File: src/rtl/uart_cmd_pkg.sv
// Shared constants and state encoding for the UART command parser.
// Command bytes, response byte, field lengths and the parser state type.
package uart_cmd_pkg;

  localparam logic [7:0] CMD_WR   = 8'h57;
  localparam logic [7:0] CMD_RD   = 8'h52;
  localparam logic [7:0] ACK_BYTE = 8'h4B;

  localparam int ADDR_BYTES = 3;
  localparam int DATA_BYTES = 2;

  typedef enum logic [2:0] {
    ST_IDLE    = 3'd0,
    ST_ADDR    = 3'd1,
    ST_DATA    = 3'd2,
    ST_ISSUE   = 3'd3,
    ST_WAIT_RD = 3'd4,
    ST_TX      = 3'd5,
    ST_TX_WAIT = 3'd6
  } state_e;

  function automatic logic [23:0] shift_addr(input logic [23:0] addr, input logic [7:0] b);
    return {addr[15:0], b};
  endfunction

  function automatic logic [15:0] shift_data(input logic [15:0] data, input logic [7:0] b);
    return {data[7:0], b};
  endfunction

endpackage

File: src/rtl/uart_cmd_timer.sv
// Inter-byte gap timer: reloads on every byte or while idle, counts down while running,
// and flags expiry once the full gap has elapsed without a reload.
module uart_cmd_timer #(
  parameter int TIMEOUT_CLKS = 1_000_000
) (
  input  logic i_clk,
  input  logic i_rst,
  input  logic i_run,
  input  logic i_reload,
  output logic o_expired
);

  localparam int CW = (TIMEOUT_CLKS > 1) ? $clog2(TIMEOUT_CLKS) : 1;
  localparam logic [CW-1:0] LOAD_VAL = CW'(TIMEOUT_CLKS - 1);

  logic [CW-1:0] cnt_r;
  logic [CW-1:0] cnt_s;
  logic          zero_r;

  // Next count: reload when a byte arrives or when not running, otherwise count down to zero.
  always_comb begin
    cnt_s = cnt_r;
    if (i_reload || !i_run) begin
      cnt_s = LOAD_VAL;
    end else if (cnt_r != {CW{1'b0}}) begin
      cnt_s = cnt_r - CW'(1);
    end else begin
      cnt_s = cnt_r;
    end
  end

  // Count register plus a registered zero flag so the expiry output comes straight from a flop.
  always_ff @(posedge i_clk) begin
    if (i_rst) begin
      cnt_r  <= {CW{1'b0}};
      zero_r <= 1'b0;
    end else begin
      cnt_r  <= cnt_s;
      zero_r <= (cnt_s == {CW{1'b0}});
    end
  end

  assign o_expired = zero_r;

endmodule

File: src/rtl/uart_cmd_parser.sv
// Byte-stream command parser between the UART receiver/transmitter and the SDRAM controller.
// Assembles W/R commands, issues them over valid/ready, and returns an ACK or read data.
module uart_cmd_parser
  import uart_cmd_pkg::*;
#(
  parameter int TIMEOUT_CLKS = 1_000_000
) (
  input  logic        i_clk,
  input  logic        i_rst,
  input  logic        i_rx_done,
  input  logic [7:0]  i_rx_data,
  output logic        o_cmd_valid,
  input  logic        i_cmd_ready,
  output logic        o_cmd_wr,
  output logic [23:0] o_cmd_addr,
  output logic [15:0] o_cmd_wdata,
  input  logic        i_rd_valid,
  input  logic [15:0] i_rd_data,
  output logic        o_tx_start,
  output logic [7:0]  o_tx_data,
  input  logic        i_tx_busy,
  output logic        o_err
);

  state_e      state_r, state_s;
  logic [1:0]  byte_cnt_r, byte_cnt_s;
  logic        wr_r, wr_s;
  logic [23:0] addr_r, addr_s;
  logic [15:0] wdata_r, wdata_s;
  logic [15:0] rd_data_r, rd_data_s;
  logic [7:0]  tx_data_r, tx_data_s;
  logic        guard_r, guard_s;
  logic        last_byte_r, last_byte_s;
  logic        cmd_valid_r, tx_start_r, err_r, err_s;
  logic        run_s, expired_s;

  assign run_s = (state_r == ST_ADDR) || (state_r == ST_DATA);

  uart_cmd_timer #(.TIMEOUT_CLKS(TIMEOUT_CLKS)) u_timer (
    .i_clk     (i_clk),
    .i_rst     (i_rst),
    .i_run     (run_s),
    .i_reload  (i_rx_done),
    .o_expired (expired_s)
  );

  // Next-state and datapath decode; a byte always takes priority over a same-cycle timeout.
  always_comb begin
    state_s     = state_r;
    byte_cnt_s  = byte_cnt_r;
    wr_s        = wr_r;
    addr_s      = addr_r;
    wdata_s     = wdata_r;
    rd_data_s   = rd_data_r;
    tx_data_s   = tx_data_r;
    guard_s     = guard_r;
    last_byte_s = last_byte_r;
    err_s       = 1'b0;
    case (state_r)
      ST_IDLE: begin
        if (i_rx_done) begin
          if ((i_rx_data == CMD_WR) || (i_rx_data == CMD_RD)) begin
            state_s    = ST_ADDR;
            byte_cnt_s = 2'd0;
            wr_s       = (i_rx_data == CMD_WR);
            addr_s     = 24'h000000;
            wdata_s    = 16'h0000;
          end else begin
            err_s = 1'b1;
          end
        end else begin
          state_s = ST_IDLE;
        end
      end
      ST_ADDR: begin
        if (i_rx_done) begin
          addr_s = shift_addr(addr_r, i_rx_data);
          if (byte_cnt_r == 2'(ADDR_BYTES - 1)) begin
            byte_cnt_s = 2'd0;
            state_s    = wr_r ? ST_DATA : ST_ISSUE;
          end else begin
            byte_cnt_s = byte_cnt_r + 2'd1;
          end
        end else if (expired_s) begin
          err_s   = 1'b1;
          state_s = ST_IDLE;
        end else begin
          state_s = ST_ADDR;
        end
      end
      ST_DATA: begin
        if (i_rx_done) begin
          wdata_s = shift_data(wdata_r, i_rx_data);
          if (byte_cnt_r == 2'(DATA_BYTES - 1)) begin
            byte_cnt_s = 2'd0;
            state_s    = ST_ISSUE;
          end else begin
            byte_cnt_s = byte_cnt_r + 2'd1;
          end
        end else if (expired_s) begin
          err_s   = 1'b1;
          state_s = ST_IDLE;
        end else begin
          state_s = ST_DATA;
        end
      end
      ST_ISSUE: begin
        err_s = i_rx_done;
        if (i_cmd_ready) begin
          if (wr_r) begin
            state_s     = ST_TX;
            tx_data_s   = ACK_BYTE;
            last_byte_s = 1'b1;
          end else begin
            state_s = ST_WAIT_RD;
          end
        end else begin
          state_s = ST_ISSUE;
        end
      end
      ST_WAIT_RD: begin
        err_s = i_rx_done;
        if (i_rd_valid) begin
          rd_data_s   = i_rd_data;
          tx_data_s   = i_rd_data[15:8];
          last_byte_s = 1'b0;
          state_s     = ST_TX;
        end else begin
          state_s = ST_WAIT_RD;
        end
      end
      ST_TX: begin
        err_s   = i_rx_done;
        guard_s = 1'b1;
        state_s = ST_TX_WAIT;
      end
      ST_TX_WAIT: begin
        err_s = i_rx_done;
        // The transmitter may not have raised busy yet, so skip the first cycle.
        if (guard_r) begin
          guard_s = 1'b0;
        end else if (!i_tx_busy) begin
          if (last_byte_r) begin
            state_s = ST_IDLE;
          end else begin
            state_s     = ST_TX;
            tx_data_s   = rd_data_r[7:0];
            last_byte_s = 1'b1;
          end
        end else begin
          state_s = ST_TX_WAIT;
        end
      end
      default: begin
        state_s = ST_IDLE;
      end
    endcase
  end

  // State, datapath and registered output flops.
  always_ff @(posedge i_clk) begin
    if (i_rst) begin
      state_r     <= ST_IDLE;
      byte_cnt_r  <= 2'd0;
      wr_r        <= 1'b0;
      addr_r      <= 24'h000000;
      wdata_r     <= 16'h0000;
      rd_data_r   <= 16'h0000;
      tx_data_r   <= 8'h00;
      guard_r     <= 1'b0;
      last_byte_r <= 1'b0;
      cmd_valid_r <= 1'b0;
      tx_start_r  <= 1'b0;
      err_r       <= 1'b0;
    end else begin
      state_r     <= state_s;
      byte_cnt_r  <= byte_cnt_s;
      wr_r        <= wr_s;
      addr_r      <= addr_s;
      wdata_r     <= wdata_s;
      rd_data_r   <= rd_data_s;
      tx_data_r   <= tx_data_s;
      guard_r     <= guard_s;
      last_byte_r <= last_byte_s;
      cmd_valid_r <= (state_s == ST_ISSUE);
      tx_start_r  <= (state_s == ST_TX);
      err_r       <= err_s;
    end
  end

  assign o_cmd_valid = cmd_valid_r;
  assign o_cmd_wr    = wr_r;
  assign o_cmd_addr  = addr_r;
  assign o_cmd_wdata = wdata_r;
  assign o_tx_start  = tx_start_r;
  assign o_tx_data   = tx_data_r;
  assign o_err       = err_r;

endmodule

File: config.mk
export PLATFORM = sky130hd
export DESIGN_NAME = uart_cmd_parser
export DESIGN_NICKNAME = d
export VERILOG_FILES = /design/src/rtl/uart_cmd_pkg.sv /design/src/rtl/uart_cmd_timer.sv /design/src/rtl/uart_cmd_parser.sv
export SDC_FILE = /design/constraint.sdc
export NUM_CORES = 1
export LEC_CHECK = 0
export BUFFER_PORTS_ARGS = -buffer_cell sky130_fd_sc_hd__buf_2
export CORE_AREA = 2 2 83 117
export DETAILED_ROUTE_END_ITERATION = 16
export DIE_AREA = 0 0 85 119
export GPL_TIMING_DRIVEN = 0
export PLACE_DENSITY = 0.75
export SLEW_MARGIN = 25
export SYNTH_ARGS = -nofsm -noshare
export SYNTH_HDL_FRONTEND = slang
export SYNTH_SLANG_ARGS = --single-unit
File: constraint.sdc
create_clock -name i_clk -period 6.85 [get_ports i_clk]
set_clock_uncertainty 0.15 [all_clocks]
set_input_delay 1.37 -clock i_clk [delete_from_list [all_inputs] [get_ports i_clk]]
set_output_delay 1.37 -clock i_clk [all_outputs]
set_load 0.05 [all_outputs]
# ---- Word level (Yosys, flattened, before mapping)
# Cells that the tools add are included.
dict set report word_totals {
  elab_cells 111
  ramBits 0
  mem_bits_ro 0
  latchBits 0
  output_inout_bits 52
  input_bits 30
  register_bits 88
  memories 0
}
dict set report classes {
  div 0
  shift 0
  eq_ne 22
  n_reduce_logical 21
  n_mux 52
  multipliers 0
  n_lt_le_gt_ge 0
  n_addsub 2
  n_bitwise 0
}
# cell n
set op_table {}
lappend op_table {{$mux W24} 3}
lappend op_table {{$mux W16} 3}
lappend op_table {{$mux W8} 6}
lappend op_table {{$pmux W24 S2} 1}
lappend op_table {{$mux W20} 2}
lappend op_table {{$pmux W16 S2} 1}
lappend op_table {{$mux W3} 10}
lappend op_table {{$pmux W8 S3} 1}
lappend op_table {{$pmux W3 S7} 1}
lappend op_table {{$logic_not A20 Y1} 1}
lappend op_table {{$ne A2 B2 Y1 const B} 10}
lappend op_table {{$reduce_bool A20 Y1} 1}
lappend op_table {{$sub A20 B1 Y20 const B} 1}
lappend op_table {{$eq A8 B7 Y1 const B} 2}
lappend op_table {{$mux W2} 7}
lappend op_table {{$mux W1} 13}
lappend op_table {{$eq A3 B3 Y1 const B} 4}
lappend op_table {{$eq A3 B2 Y1 const B} 3}
lappend op_table {{$reduce_and A4 Y1} 2}
lappend op_table {{$reduce_and A7 Y1} 1}
lappend op_table {{$pmux W1 S3} 2}
lappend op_table {{$pmux W2 S3} 1}
lappend op_table {{$reduce_and A6 Y1} 1}
lappend op_table {{$reduce_bool A2 Y1} 3}
lappend op_table {{other kinds (14)} 17}

# ---- Longest topological paths before layout
dict set report depth {
  ltp_word 6
  depth_mapped 10
  mapped_depth_nobuf 8
}

# ---- Hierarchy
# A second synthesis with hierarchy kept.
dict set report unflattened {
  hier_cells 506
  hier_area_um2 4291.6
}
# mod area_per_inst_um2 seq_area_each_um2 cells_each instances
set by_module_without_submodules {}
lappend by_module_without_submodules {uart_cmd_parser 2950.3 1341.3 347 1}
lappend by_module_without_submodules {uart_cmd_timer 1341.3 420.4 159 1}

# ---- Least setup slack after synthesis
# Ideal clock, no wire load.
dict set report synth_path {
  path_kind {in2reg}
  from {in i_rx_done}
  to {reg u_timer.zero_r (netlist: u_timer.o_expired)}
  t_arrival_ns 2.954
  setup_time_ns 0.088
  cell_stages 6
  required_time_ns 6.612
  setup_slack_ns 3.658
  n_path_buf 1
  cell_sequence {or4_1 > clkbuf_1 > a2111o_1 > a2111oi_0 > o2111ai_1 > nor4_2}
}
dict set report synth_via {
  elab_chain_len 3
}
# item line_no
set synth_lines {}
lappend synth_lines {{start, declared} uart_cmd_parser.sv:10} ;# input logic i_rx_done,
lappend synth_lines {{$logic_or A1 B1 Y1} uart_cmd_timer.sv:23} ;# if (i_reload || !i_run) begin
lappend synth_lines {{$mux W20} uart_cmd_timer.sv:23}
lappend synth_lines {{$logic_not A20 Y1} uart_cmd_timer.sv:39} ;# zero_r <= (cnt_s == {CW{1'b0}});
lappend synth_lines {{end signal, assigned} uart_cmd_timer.sv:39}
lappend synth_lines {{end, declared} uart_cmd_timer.sv:18} ;# logic zero_r;
# No other way between the ends.
# A chain may end at the register's enable or synchronous reset.

# ---- Final worst setup path
# Same ends and word-level chain as after synthesis.

==> results.json <==
{
  "antenna_found_initial": 0,
  "path_clk_slew_ps": 60,
  "clockRootBuffer": "clkbuf_16",
  "cp_num_buf_inv": 2,
  "synth_cells": 467,
  "cp-start-kind": "input port",
  "drc": 0,
  "yosys_warnings": 0,
  "synth_compound_area_share_pct": 20.3,
  "fin_util_pct": 52.4,
  "fmax_mhz": 281,
  "grt_pass1_wl_um": 17200,
  "drtIter0Drc": 204,
  "drive_above_1_share_pct": 20.0,
  "cts_tree": "done",
  "crit_type": "input port to flop",
  "reg2reg_slack_ps": 3790,
  "core_area_um2": 9200,
  "synth_top_area_share_pct": 44.3,
  "status": "completed",
  "finalPower_mw": 1.06,
  "h-tree-depth": 3,
  "dr_total_vias": 3853,
  "numCtsBuffers": 9,
  "path_cells": "buf_2 > or4_1 > clkbuf_1 > a2111o_1 > a2111oi_0 > o2111ai_1 > nor4_2",
  "rsz0062_at_grt": "false",
  "internal-power_uw": 828,
  "critPathArrivalTime_ps": 3650,
  "cts_sinks": 88,
  "drv_cap": 0,
  "cts_hold_buf": 0,
  "grt_usage_pct": 20.9,
  "clockBufferDepth": 2,
  "finalCriticalPeriod_ps": 3550,
  "num_antenna_cells": 0,
  "portBuffers": 81,
  "die_w_um": 85,
  "yosys.cell_count.top_type": "dfxtp_1",
  "ys_types": 57,
  "synthTopCellsByCount": "dfxtp_1, nor2_1, a22oi_1, nand2_1, a21oi_1",
  "clk_latency_ps": 340,
  "grt_overflow_total": 0,
  "critPathTopFamily": "compound AO/OA/AOI/OAI gates",
  "drtPass1Iterations": 5,
  "worstPathMaxFanout": 9,
  "viasPerCell": 5.72,
  "hpwl_um": 7950,
  "yosys-top-cells-area": "dfxtp_1, a22oi_1, nor2_1",
  "design.die.area_um2": 10100,
  "synth.avg_cell_area_um2": 8.51,
  "pwr_density_cell_nw_per_um2": 221,
  "grt_pass1_vias": 3755,
  "crit_path_end_kind": "flop",
  "maxSlewHeadroom_pct": 54.5,
  "finalHoldViolCount": 0,
  "gp_congestion": 0.923,
  "area_growth_pct": 21.3,
  "synth_seq_cells": 88,
  "power.leakage_nw": 1.87,
  "initial_utilization_pct": 43.2,
  "swShare_pct": 22.2,
  "placed_cell_area_um2": 4520,
  "grt_max_degree": 15,
  "num_io_pins": 82,
  "post_cts_buffers": 0,
  "tightest_slew_ps": 665,
  "pwr-share-comb_pct": 5.0,
  "p_sw_uw": 237,
  "layout.nets": 591,
  "syn-cell-area_um2": 3970,
  "n_fill_cell": 822,
  "finalSetupTns_ps": 0,
  "rows": 42,
  "synth_edf_count": 0,
  "ir_worst_vdd_v": 0.000188,
  "seqPwrFrac_pct": 49.0,
  "synthMuxAreaShare_pct": 4.38,
  "whs_ps": 307,
  "synth-xor-area-share_pct": 2.87,
  "ys_seq_area_share_pct": 44.3,
  "clkPwrFrac_pct": 46.0,
  "synth_nets": 499,
  "die_h_um": 119,
  "wirelength_um": 10700,
  "synthAdderAreaFrac_pct": 0.630,
  "hp-class": "flop to flop",
  "post_cts_resized": 0,
  "period_share_pct": 51.9,
  "max_stage_delay_ps": 540,
  "finalSetupViolations": 0,
  "drtAntennaViolNets": 0,
  "synth_simple_gate_area_share_pct": 23.0,
  "drv_slew": 0,
  "required_ps": 6950,
  "design_area_um2": 4820,
  "synth-async-reset-ratio_pct": 0,
  "synth_top_area_cell": "dfxtp_1",
  "synth_top_family_by_area": "simple AND/OR/NAND/NOR gates",
  "cpMaxStageDelayCell": "a2111oi_0",
  "ys.flop_type": "dfxtp_1",
  "wire_per_inst_um": 15.9
}
## sequential cells by signal, indices dropped and copies added (netlist names), 2 cells and up
register	flops
o_tx_data	8
u_timer.cnt_r	20
rd_data_r	8
state_r	3
o_cmd_addr	24
byte_cnt_r	2
o_cmd_wdata	16
## per-stage QoR
stage          std cells  setup WS, ps
6_report             674          3300
3_5_place_dp         658          2970
5_1_grt              674          3180
4_1_cts              674          3310
3_3_place_gp         658          3000
2_1_floorplan        467          3660
## routing by layer
metal / wire (um) / global-route usage (%) / vias up
met2: 5630 / 38.0 / 157
met4: 308 / 10.6 / 0
met3: 597 / 4.02 / 28
met5: 0 / 0 / -
met1: 4190 / 22.4 / 1812
li1: - / - / 1856
## cell usage in the layout, fill, tap and decap left out, types with 2 or more instances in the layout
cell	instances
dfxtp_1	88
buf_2	82
nor2_1	81
a22oi_1	41
nand2_1	34
a21oi_1	30
clkbuf_1	29
mux2i_1	14
o21ai_0	12
nor3_1	12
xnor2_1	11
nor4_1	11
inv_1	10
nor2b_1	10
clkbuf_16	9
nand2b_1	8
a31oi_1	5
a311oi_1	4
nand3_1	4
nor3b_1	4
or3_1	3
nand3b_1	3
mux2_2	3
o211ai_1	3
and3_1	3
buf_4	2
a2bb2oi_1	2
a21o_1	2
o31a_1	2
o31ai_1	2
nand4_1	2
xor2_1	2
or4_1	2
nor4_2	2
ha_1	2
clkinv_2	2
## kinds of logic after synthesis
family	after synthesis
and+or+nand+nor	186
muxes	17
adders and majority gates	2
DFF	88
buffers and inverters	43
AOI/OAI and AO/OA	118
xor gates and xnor gates	13
## area by class of cell
type                       instances  area [um2]  area share [%]
timing repair buffer              81         405            8.41
multi-input combinational        336        2040            42.3
clock inverter                     5        56.3            1.17
sequential                        88        1760            36.5
tap                              110         138            2.85
buffer                            33         140            2.91
inverter                          10        37.5           0.779
clock buffer                      11         243            5.04
## tightest hold or removal path, cell delays in order, from the launching register on
cell,delay (ps)
dfxtp_1,310
nand2_1,50
a21oi_1,50
## final timing paths
check	startpoint	endpoint	cells past startpoint
worst max-delay path	i_rx_done	u_timer.o_expired	7
worst min register to register	rd_data_r[1]	rd_data_r[1]	2
worst min-delay path	rd_data_r[1]	rd_data_r[1]	2
worst max register to register	u_timer.cnt_r[0]	u_timer.o_expired	10
## power by group through the flow
| stage | clock, mW | combinational, mW | sequential [mW] |
|---|---|---|---|
| finish | 0.490 | 0.0528 | 0.522 |
| global route | 0.513 | 0.0576 | 0.522 |
| CTS | 0.499 | 0.0525 | 0.521 |
| detailed placement | 0 | 0.0521 | 0.533 |
| global placement | 0 | 0.0512 | 0.532 |
| floorplan | 0 | 0.0294 | 0.533 |
Note: power is estimated with default switching activity, not from simulation.
